<file path="src/rtl/mem_arb_pkg.sv">
// Shared types and defaults for the memory read arbiter.
//   state_t : arbiter FSM states (IDLE -> ISSUE -> CAPTURE -> IDLE)
//   src_t   : source of the access in flight (requester 0, requester 1, scrubber)
//   src_onehot() : maps a requester source to its one-hot grant/rvalid bit
package mem_arb_pkg;

   localparam int DEF_ADDR_W    = 5;
   localparam int DEF_DATA_W    = 16;
   localparam int DEF_SCRUB_GAP = 8;

   typedef enum logic [1:0] {
      IDLE    = 2'd0,
      ISSUE   = 2'd1,
      CAPTURE = 2'd2
   } state_t;

   typedef enum logic [1:0] {
      SRC_REQ0  = 2'd0,
      SRC_REQ1  = 2'd1,
      SRC_SCRUB = 2'd2
   } src_t;

   // Scrub accesses have no requester, so they map to no strobe bit.
   function automatic logic [1:0] src_onehot(input src_t src);
      logic [1:0] oh;
      oh = 2'b00;
      if (src == SRC_REQ0) oh = 2'b01;
      if (src == SRC_REQ1) oh = 2'b10;
      return oh;
   endfunction

endpackage

</file>
<file path="src/rtl/mem_arbiter_rr_arb2.sv">
// Two-way round-robin selector.
//   clk     : clock, rising edge
//   srst    : synchronous active-high reset (favours requester 0)
//   req     : request vector [1:0]
//   advance : the current gnt is being taken; rotate priority
//   gnt     : one-hot combinational selection (0 when no request)
module rr_arb2 (
   input  logic       clk,
   input  logic       srst,
   input  logic [1:0] req,
   input  logic       advance,
   output logic [1:0] gnt
);

   // Requester that wins when both are asserting.
   logic prio_reg;

   always_comb begin
      gnt = 2'b00;
      case (req)
         2'b01:   gnt = 2'b01;
         2'b10:   gnt = 2'b10;
         2'b11:   gnt = prio_reg ? 2'b10 : 2'b01;
         default: gnt = 2'b00;
      endcase
   end

   // Whoever was just served loses the next tie.
   always_ff @(posedge clk) begin
      if (srst) begin
         prio_reg <= 1'b0;
      end else if (advance && (gnt != 2'b00)) begin
         prio_reg <= gnt[0];
      end
   end

endmodule

</file>
<file path="src/rtl/mem_arbiter.sv">
// Two-requester memory read arbiter with background scrubbing and a sticky
// alarm log. Each access is IDLE (select) -> ISSUE (en_mem_o) -> CAPTURE
// (memory data valid) and the result is returned the cycle after CAPTURE.
//   sck, rst              : clock and synchronous active-high reset
//   req_i, addr_i         : per-requester level requests and packed addresses
//   gnt_o, rvalid_o       : one-hot grant and read-valid pulses
//   rdata_o, rerr_o       : returned data and its alarm status (held)
//   scrub_en_i            : enables scrub reads after SCRUB_GAP idle cycles
//   err_clr_i             : clears err_flag_o / err_addr_o
//   err_flag_o,err_addr_o : sticky alarm flag and first failing address
//   addr_mem_o, en_mem_o  : memory read port (address is 0 when not enabled)
//   data_mem_i,alarm_sig_i: memory data and active-low alarm, cycle after en
module mem_arbiter
   import mem_arb_pkg::*;
#(
   parameter int ADDR_W    = DEF_ADDR_W,
   parameter int DATA_W    = DEF_DATA_W,
   parameter int SCRUB_GAP = DEF_SCRUB_GAP
) (
   input  logic                sck,
   input  logic                rst,
   input  logic [1:0]          req_i,
   input  logic [2*ADDR_W-1:0] addr_i,
   output logic [1:0]          gnt_o,
   output logic [1:0]          rvalid_o,
   output logic [DATA_W-1:0]   rdata_o,
   output logic                rerr_o,
   input  logic                scrub_en_i,
   input  logic                err_clr_i,
   output logic                err_flag_o,
   output logic [ADDR_W-1:0]   err_addr_o,
   output logic [ADDR_W-1:0]   addr_mem_o,
   output logic                en_mem_o,
   input  logic [DATA_W-1:0]   data_mem_i,
   input  logic                alarm_sig_i
);

   localparam int GAP_W = $clog2(SCRUB_GAP + 1);

   state_t              state_reg;
   src_t                src_reg;
   logic [ADDR_W-1:0]   addr_reg;
   logic [1:0]          gnt_reg;
   logic [1:0]          rvalid_reg;
   logic [DATA_W-1:0]   rdata_reg;
   logic                rerr_reg;
   logic                en_mem_reg;
   logic [ADDR_W-1:0]   addr_mem_reg;
   logic                err_flag_reg;
   logic [ADDR_W-1:0]   err_addr_reg;
   logic [ADDR_W-1:0]   scrub_addr_reg;
   logic [GAP_W-1:0]    gap_reg;

   logic [ADDR_W-1:0]   req_addr [2];
   logic [1:0]          arb_gnt;
   logic                sel_req;
   logic                sel_scrub;
   logic [ADDR_W-1:0]   sel_addr;

   genvar gi;
   generate
      for (gi = 0; gi < 2; gi++) begin : g_addr_unpack
         assign req_addr[gi] = addr_i[gi*ADDR_W +: ADDR_W];
      end
   endgenerate

   rr_arb2 u_rr_arb2 (
      .clk     (sck),
      .srst    (rst),
      .req     (req_i),
      .advance (sel_req),
      .gnt     (arb_gnt)
   );

   // Requests always beat a due scrub in the same IDLE cycle.
   assign sel_req   = (state_reg == IDLE) && (req_i != 2'b00);
   assign sel_scrub = (state_reg == IDLE) && (req_i == 2'b00) && scrub_en_i &&
                      (gap_reg == GAP_W'(SCRUB_GAP));

   always_comb begin
      sel_addr = scrub_addr_reg;
      if (sel_req) sel_addr = arb_gnt[0] ? req_addr[0] : req_addr[1];
   end

   always_ff @(posedge sck) begin
      if (rst) begin
         state_reg      <= IDLE;
         src_reg        <= SRC_REQ0;
         addr_reg       <= '0;
         gnt_reg        <= '0;
         rvalid_reg     <= '0;
         rdata_reg      <= '0;
         rerr_reg       <= 1'b0;
         en_mem_reg     <= 1'b0;
         addr_mem_reg   <= '0;
         err_flag_reg   <= 1'b0;
         err_addr_reg   <= '0;
         scrub_addr_reg <= '0;
         gap_reg        <= '0;
      end else begin
         // Strobes and the memory port are single-cycle by default.
         gnt_reg      <= '0;
         rvalid_reg   <= '0;
         en_mem_reg   <= 1'b0;
         addr_mem_reg <= '0;

         if (!scrub_en_i) begin
            gap_reg <= '0;
         end else if (state_reg == IDLE) begin
            if (sel_req || sel_scrub)                 gap_reg <= '0;
            else if (gap_reg != GAP_W'(SCRUB_GAP))    gap_reg <= gap_reg + GAP_W'(1);
         end

         // A clear is overridden below by an alarm captured on the same edge.
         if (err_clr_i) begin
            err_flag_reg <= 1'b0;
            err_addr_reg <= '0;
         end

         case (state_reg)
            IDLE: begin
               if (sel_req || sel_scrub) begin
                  src_reg      <= sel_req ? (arb_gnt[0] ? SRC_REQ0 : SRC_REQ1) : SRC_SCRUB;
                  addr_reg     <= sel_addr;
                  gnt_reg      <= sel_req ? arb_gnt : 2'b00;
                  en_mem_reg   <= 1'b1;
                  addr_mem_reg <= sel_addr;
                  state_reg    <= ISSUE;
               end
            end
            ISSUE: begin
               state_reg <= CAPTURE;
            end
            CAPTURE: begin
               state_reg <= IDLE;
               if (src_reg == SRC_SCRUB) begin
                  scrub_addr_reg <= scrub_addr_reg + ADDR_W'(1);
               end else begin
                  rvalid_reg <= src_onehot(src_reg);
                  rdata_reg  <= data_mem_i;
                  rerr_reg   <= ~alarm_sig_i;
               end
               if (!alarm_sig_i) begin
                  err_flag_reg <= 1'b1;
                  if (!err_flag_reg || err_clr_i) err_addr_reg <= addr_reg;
               end
            end
            default: begin
               state_reg <= IDLE;
            end
         endcase
      end
   end

   assign gnt_o      = gnt_reg;
   assign rvalid_o   = rvalid_reg;
   assign rdata_o    = rdata_reg;
   assign rerr_o     = rerr_reg;
   assign en_mem_o   = en_mem_reg;
   assign addr_mem_o = addr_mem_reg;
   assign err_flag_o = err_flag_reg;
   assign err_addr_o = err_addr_reg;

endmodule

</file>
<file path="config.mk">
export PLATFORM = sky130hd
export DESIGN_NAME = mem_arbiter
export DESIGN_NICKNAME = d
export VERILOG_FILES = /design/src/rtl/mem_arb_pkg.sv /design/src/rtl/mem_arbiter_rr_arb2.sv /design/src/rtl/mem_arbiter.sv
export SDC_FILE = /design/constraint.sdc
export NUM_CORES = 1
export LEC_CHECK = 0
export CORE_AREA = 3 3 87 89
export DETAILED_ROUTE_END_ITERATION = 7
export DIE_AREA = 0 0 90 92
export SYNTH_ARGS = -nofsm -noshare
export SYNTH_HDL_FRONTEND = slang
export SYNTH_SLANG_ARGS = --single-unit
</file>
<file path="constraint.sdc">
create_clock -name sck -period 1.7 [get_ports sck]
set_clock_uncertainty 0.1 [all_clocks]
set_input_delay 0.34 -clock sck [delete_from_list [all_inputs] [get_ports sck]]
set_output_delay 0.34 -clock sck [all_outputs]
set_load 0.01 [all_outputs]
</file>
---- After elaboration in Yosys (flattened, before gate mapping) ----
Cells that the tools add are included.
storage, ports and cells
  flip-flop bits (word level) ............. 52
  bits of input ports ..................... 33
  output and inout port bits .............. 33
cells by class
  $add $sub $neg .......................... 2
  eq/ne operators ......................... 10
  mux-type cells .......................... 20
  bitwise operators ....................... 7
  reduce and logical (&&, ||, !) cells .... 24
operators with widths
  kind                                                   count
  two-way mux 5 bit                                      6
  == test 2 bit, second input constant                   4
  two-way mux 2 bit                                      4
  two-way mux 4 bit                                      2
  AND reduction 2 bit                                    4
  OR reduction 4 bit                                     2
  NOT 1 bit                                              7
  == test 2 x 1 -> 1 bit, second input constant          3
  logical NOT 2 bit                                      3
  two-way mux 1 bit                                      6
  one-hot mux 2 bit (3 select lines)                     1
  nonzero test 2 bit                                     3
  OR reduction 3 bit                                     2
  adder 5 x 1 -> 5 bit, second input constant            1
  logical AND 1 bit                                      5
  adder 4 x 1 -> 4 bit, second input constant            1
  == test 4 bit, second input constant                   1
  inequality test 4 bit, second input constant           1
  one-hot mux 2 bit (2 select lines)                     1
  OR reduction 2 bit                                     2
  logical OR 1 bit                                       2
  inequality test 2 x 1 -> 1 bit, second input constant  1
  logical NOT 1 bit                                      1

---- Longest topological paths before layout ----
  depth after elaboration ................. 7
  mapped depth ............................ 7
  mapped depth without buffers ............ 6

---- Cells and area by module ----
Synthesis repeated with hierarchy kept, for this count alone.
unflattened totals
  cell total of the unflattened synthesis .. 219
  area, all modules ....................... 2134.5 um^2
by module, submodules not included
  module       instances  cells an instance  area each (um^2)  seq. area each (um^2)
  mem_arbiter  1          212                2069.5            1021.0
  rr_arb2      1          7                  65.1              20.0

---- Least setup slack after synthesis ----
No wires, ideal clock.
  path type ............................... register to register
  start point ............................. register gap_reg[0]
  end point ............................... register addr_mem_reg[0] (netlist: addr_mem_o[0])
  setup time .............................. 0.129 ns
  arrival ................................. 1.318 ns
  path slack .............................. 0.152 ns
  cell stages (with the launch flop) ...... 7
  buffers on the path ..................... 0
  clock period less this slack ............ 1.548 ns
  path through ............................ dfxtp_1 -> inv_1 -> ha_1 -> and3b_1 -> a22o_2 -> nor2b_1 -> nor2b_1
on the way
  longest elaborated chain between the ends .. 5
ends and longest elaborated chain
  what                                 line                RTL
  start: declaration                   mem_arbiter.sv:52   logic [GAP_W-1:0] gap_reg;
  start signal: assignment             mem_arbiter.sv:111  else if (gap_reg != GAP_W'(SCRUB_GAP)) gap_reg <= gap_reg + GAP_W'(1);
  == test 4 bit                        mem_arbiter.sv:78   (gap_reg == GAP_W'(SCRUB_GAP));
  logical AND 1 bit                    mem_arbiter.sv:77   assign sel_scrub = (state_reg == IDLE) && (req_i == 2'b00) && scrub_en_i &&
  logical OR 1 bit                     mem_arbiter.sv:122  if (sel_req || sel_scrub) begin
  NOT 1 bit (no source line)           n/a
  OR reduction 3 bit (no source line)  n/a
  end signal: assignment               mem_arbiter.sv:127  addr_mem_reg <= sel_addr;
  end: declaration                     mem_arbiter.sv:48   logic [ADDR_W-1:0] addr_mem_reg;
No other way between the ends.
A chain may end at the register's enable or synchronous reset.

---- Worst setup path in the final report ----
  start point ............................. register err_addr_reg[0] (netlist: err_addr_o[0])
  end point ............................... output port err_addr_o[0]
RTL lines
  what                      line                RTL
  start: declaration        mem_arbiter.sv:50   logic [ADDR_W-1:0] err_addr_reg;
  start signal: assignment  mem_arbiter.sv:145  if (!err_flag_reg || err_clr_i) err_addr_reg <= addr_reg;
  end: declaration          mem_arbiter.sv:31   output logic [ADDR_W-1:0] err_addr_o,
No word-level cell between the ends.

==> results.cfg <==
[status]
outcome = completed

[floorplan]
start_util = 0.297
core_area_mm2 = 0.00683
ios = 66
die_area_mm2 = 0.00828
die_h_um = 92
fp.dieW_um = 90
rows = 30

[global_route]
grt_pass1_vias = 1705
met2_usage = 0.180
track_usage = 0.121
grt_antenna_before_repair = 0
grt_util_met3 = 0.0394
grt_pass1_wl_um = 8230
grt_use_met1 = 0.167
grt-busiest-layer = met2
grt.overflow.total = 0
grt_max_degree = 18

[layout]
drive_gt1_frac = 0.130
instances_no_fill = 403
largest_register_ffs = 16
syn_to_final_growth_pct = 50.0
layout.nets = 345
diodes = 0

[routing]
wl_per_cell_um = 11.8
drt-vias-per-instance = 4.41
first_pass_iters = 4
drc = 0
dr_total_vias = 1776
ant_nets = 0
drt_iter0_markers = 51
drt_wl_total_um = 4760

[job]
drv_cap = 0

[worst_hold_path]
worst_hold_path_type = flop to flop

[sta]
setup_viol = 0
max_freq_mhz = 607
rsz0062_at_grt = false
finalSetupTns_ps = 0
whs_ps = 357
min_period_over_period = 0.969
slew_violations = 0
finalHoldViolations = 0
slew_headroom = 0.725
layout_min_cycle_time_ps = 1650
worst_slew_pin_slew_ps = 413

[yosys]
synth_top_area_share = 0.514
synth.area.top_cells = dfxtp_1 (51%), nand2_1 (8.2%), a21oi_1 (6.7%)
ys_seq_area_frac = 0.514
syn_area_per_cell_um2 = 9.00
synthFlopType = dfxtp_1
yosys_warnings = 0
yosys.area.top_type = dfxtp_1
syn_nets = 264
ys_seq_elements = 52
async_reset_ff_frac = 0
netlist_area_mm2 = 0.00203
synth_cells = 225
synth_edf_count = 0
synth_cell_type_count = 37

[setup_path]
path_delay_family = buffers and inverters
endpoint_kind = output pin
crit_path_max_fanout = 2
cp_num_buf_inv = 1
crit_chain = clkdlybuf4s50_1
start_kind = flop
crit_type = flop to output pin
crit_slowest_cell = clkdlybuf4s50_1
arrival_ps = 1210
max_stage_delay_ps = 560
cp.required_ps = 1260

[placement]
dp.cells = 392
dp_hpwl_um = 3650
port_buffers = 65
place.gp.congestion = 0.733

[clock_tree]
clockBufferDepth = 2
numCtsBuffers = 5
cts-hold-fix-buffers = 0
insertion_delay_ps = 300
cts_tree = yes
h-tree-depth = 2
clock_sinks = 52
clkTransAtPathRegs_ps = 90
clockRootBuffer = clkbuf_8

[power_and_ir_drop]
p_leak_nw = 1.11
ir_drop_uv = 307
finalPower_w = 0.00259
pwr_density_cell_mw_per_mm2 = 851
[cell usage after synthesis (4+ instances only)]
library cell	n
nor2_1	18
inv_1	4
a222oi_1	5
nor2b_1	8
a21oi_1	27
nand2_1	44
nand3b_1	5
clkbuf_1	7
dfxtp_1	52
ha_1	6
a211oi_1	7
[cell type report]
class / count / area, um2
fillers: 691 / 3790
flip-flops and latches: 52 / 1040
multi-input cells: 157 / 911
repair buffers: 86 / 823
well taps: 96 / 120
clock buffers: 7 / 96.3
clock inverters: 1 / 30.0
inverters: 4 / 15.0
[logic make-up (layout without fill, tap and decap cells)]
family          count (synthesis)  after routing  synth area share
mux                             1              1           0.00494
compound gates                 42             42             0.129
simple gates                  104            104             0.253
fa+ha+maj                       6              6            0.0371
flops                          52             52             0.514
buf+inv                        16             98            0.0451
xor+xnor                        4              4            0.0173
[stage by stage]
stage | setup WS [ps] | utilization | area, um2
6_report | 52.6 | 0.445 | 3040
5_1_grt | 2.16 | 0.445 | 3040
4_1_cts | 15.3 | 0.439 | 3000
3_5_place_dp | -346 | 0.420 | 2870
3_3_place_gp | -303 | 0.420 | 2870
2_1_floorplan | 152 | - | 2030
[power by group]
part	total, W	internal, W	switching [W]
combinational	0.000381	0.000219	0.000161
clock	0.000908	0.000520	0.000388
sequential	0.00130	0.00127	0.0000298
[path summary, 6_finish.rpt]
kind	start	to	slack, ps	cells past startpoint
hold reg to reg	rdata_o[2]	rdata_o[2]	360	2
hold / removal	rdata_o[2]	rdata_o[2]	360	2
setup / recovery	err_addr_o[0]	err_addr_o[0]	50	1
setup reg to reg	gap_reg[1]	addr_mem_o[4]	80	7
[tightest hold or removal path: stages (launching register included)]
cell,delay (ps)
dfxtp_1,320
nand2_1,50
a21oi_1,50
[cell usage in the layout (no fill, tap or decap), types with 3 or more instances in the layout]
cell | synthesis | layout
clkdlybuf4s50_1 | 0 | 64
nand3b_1 | 5 | 5
xor2_1 | 3 | 3
dfxtp_1 | 52 | 51
ha_1 | 6 | 6
nor2_1 | 18 | 18
nand2_1 | 44 | 43
inv_1 | 4 | 4
clkbuf_8 | 0 | 7
nand2b_1 | 3 | 3
a211oi_1 | 7 | 7
nor2b_1 | 8 | 8
buf_4 | 1 | 20
a21oi_1 | 27 | 27
a222oi_1 | 5 | 5
nand3_1 | 3 | 3
[timing repair]
action	in CTS	in global routing
pin swaps	1	3
gates resized for setup	0	10
setup endpoints to repair	1	10
cloned	0	0
setup buffers	1	2
[per-layer routing]
| metal | up-vias | routed length (um) |
|---|---|---|
| met5 | - | 0 |
| met4 | 0 | 47 |
| met3 | 6 | 310 |
| met2 | 58 | 1940 |
| met1 | 785 | 2460 |
| li1 | 927 | - |
Power figures use the tool's default switching activity.
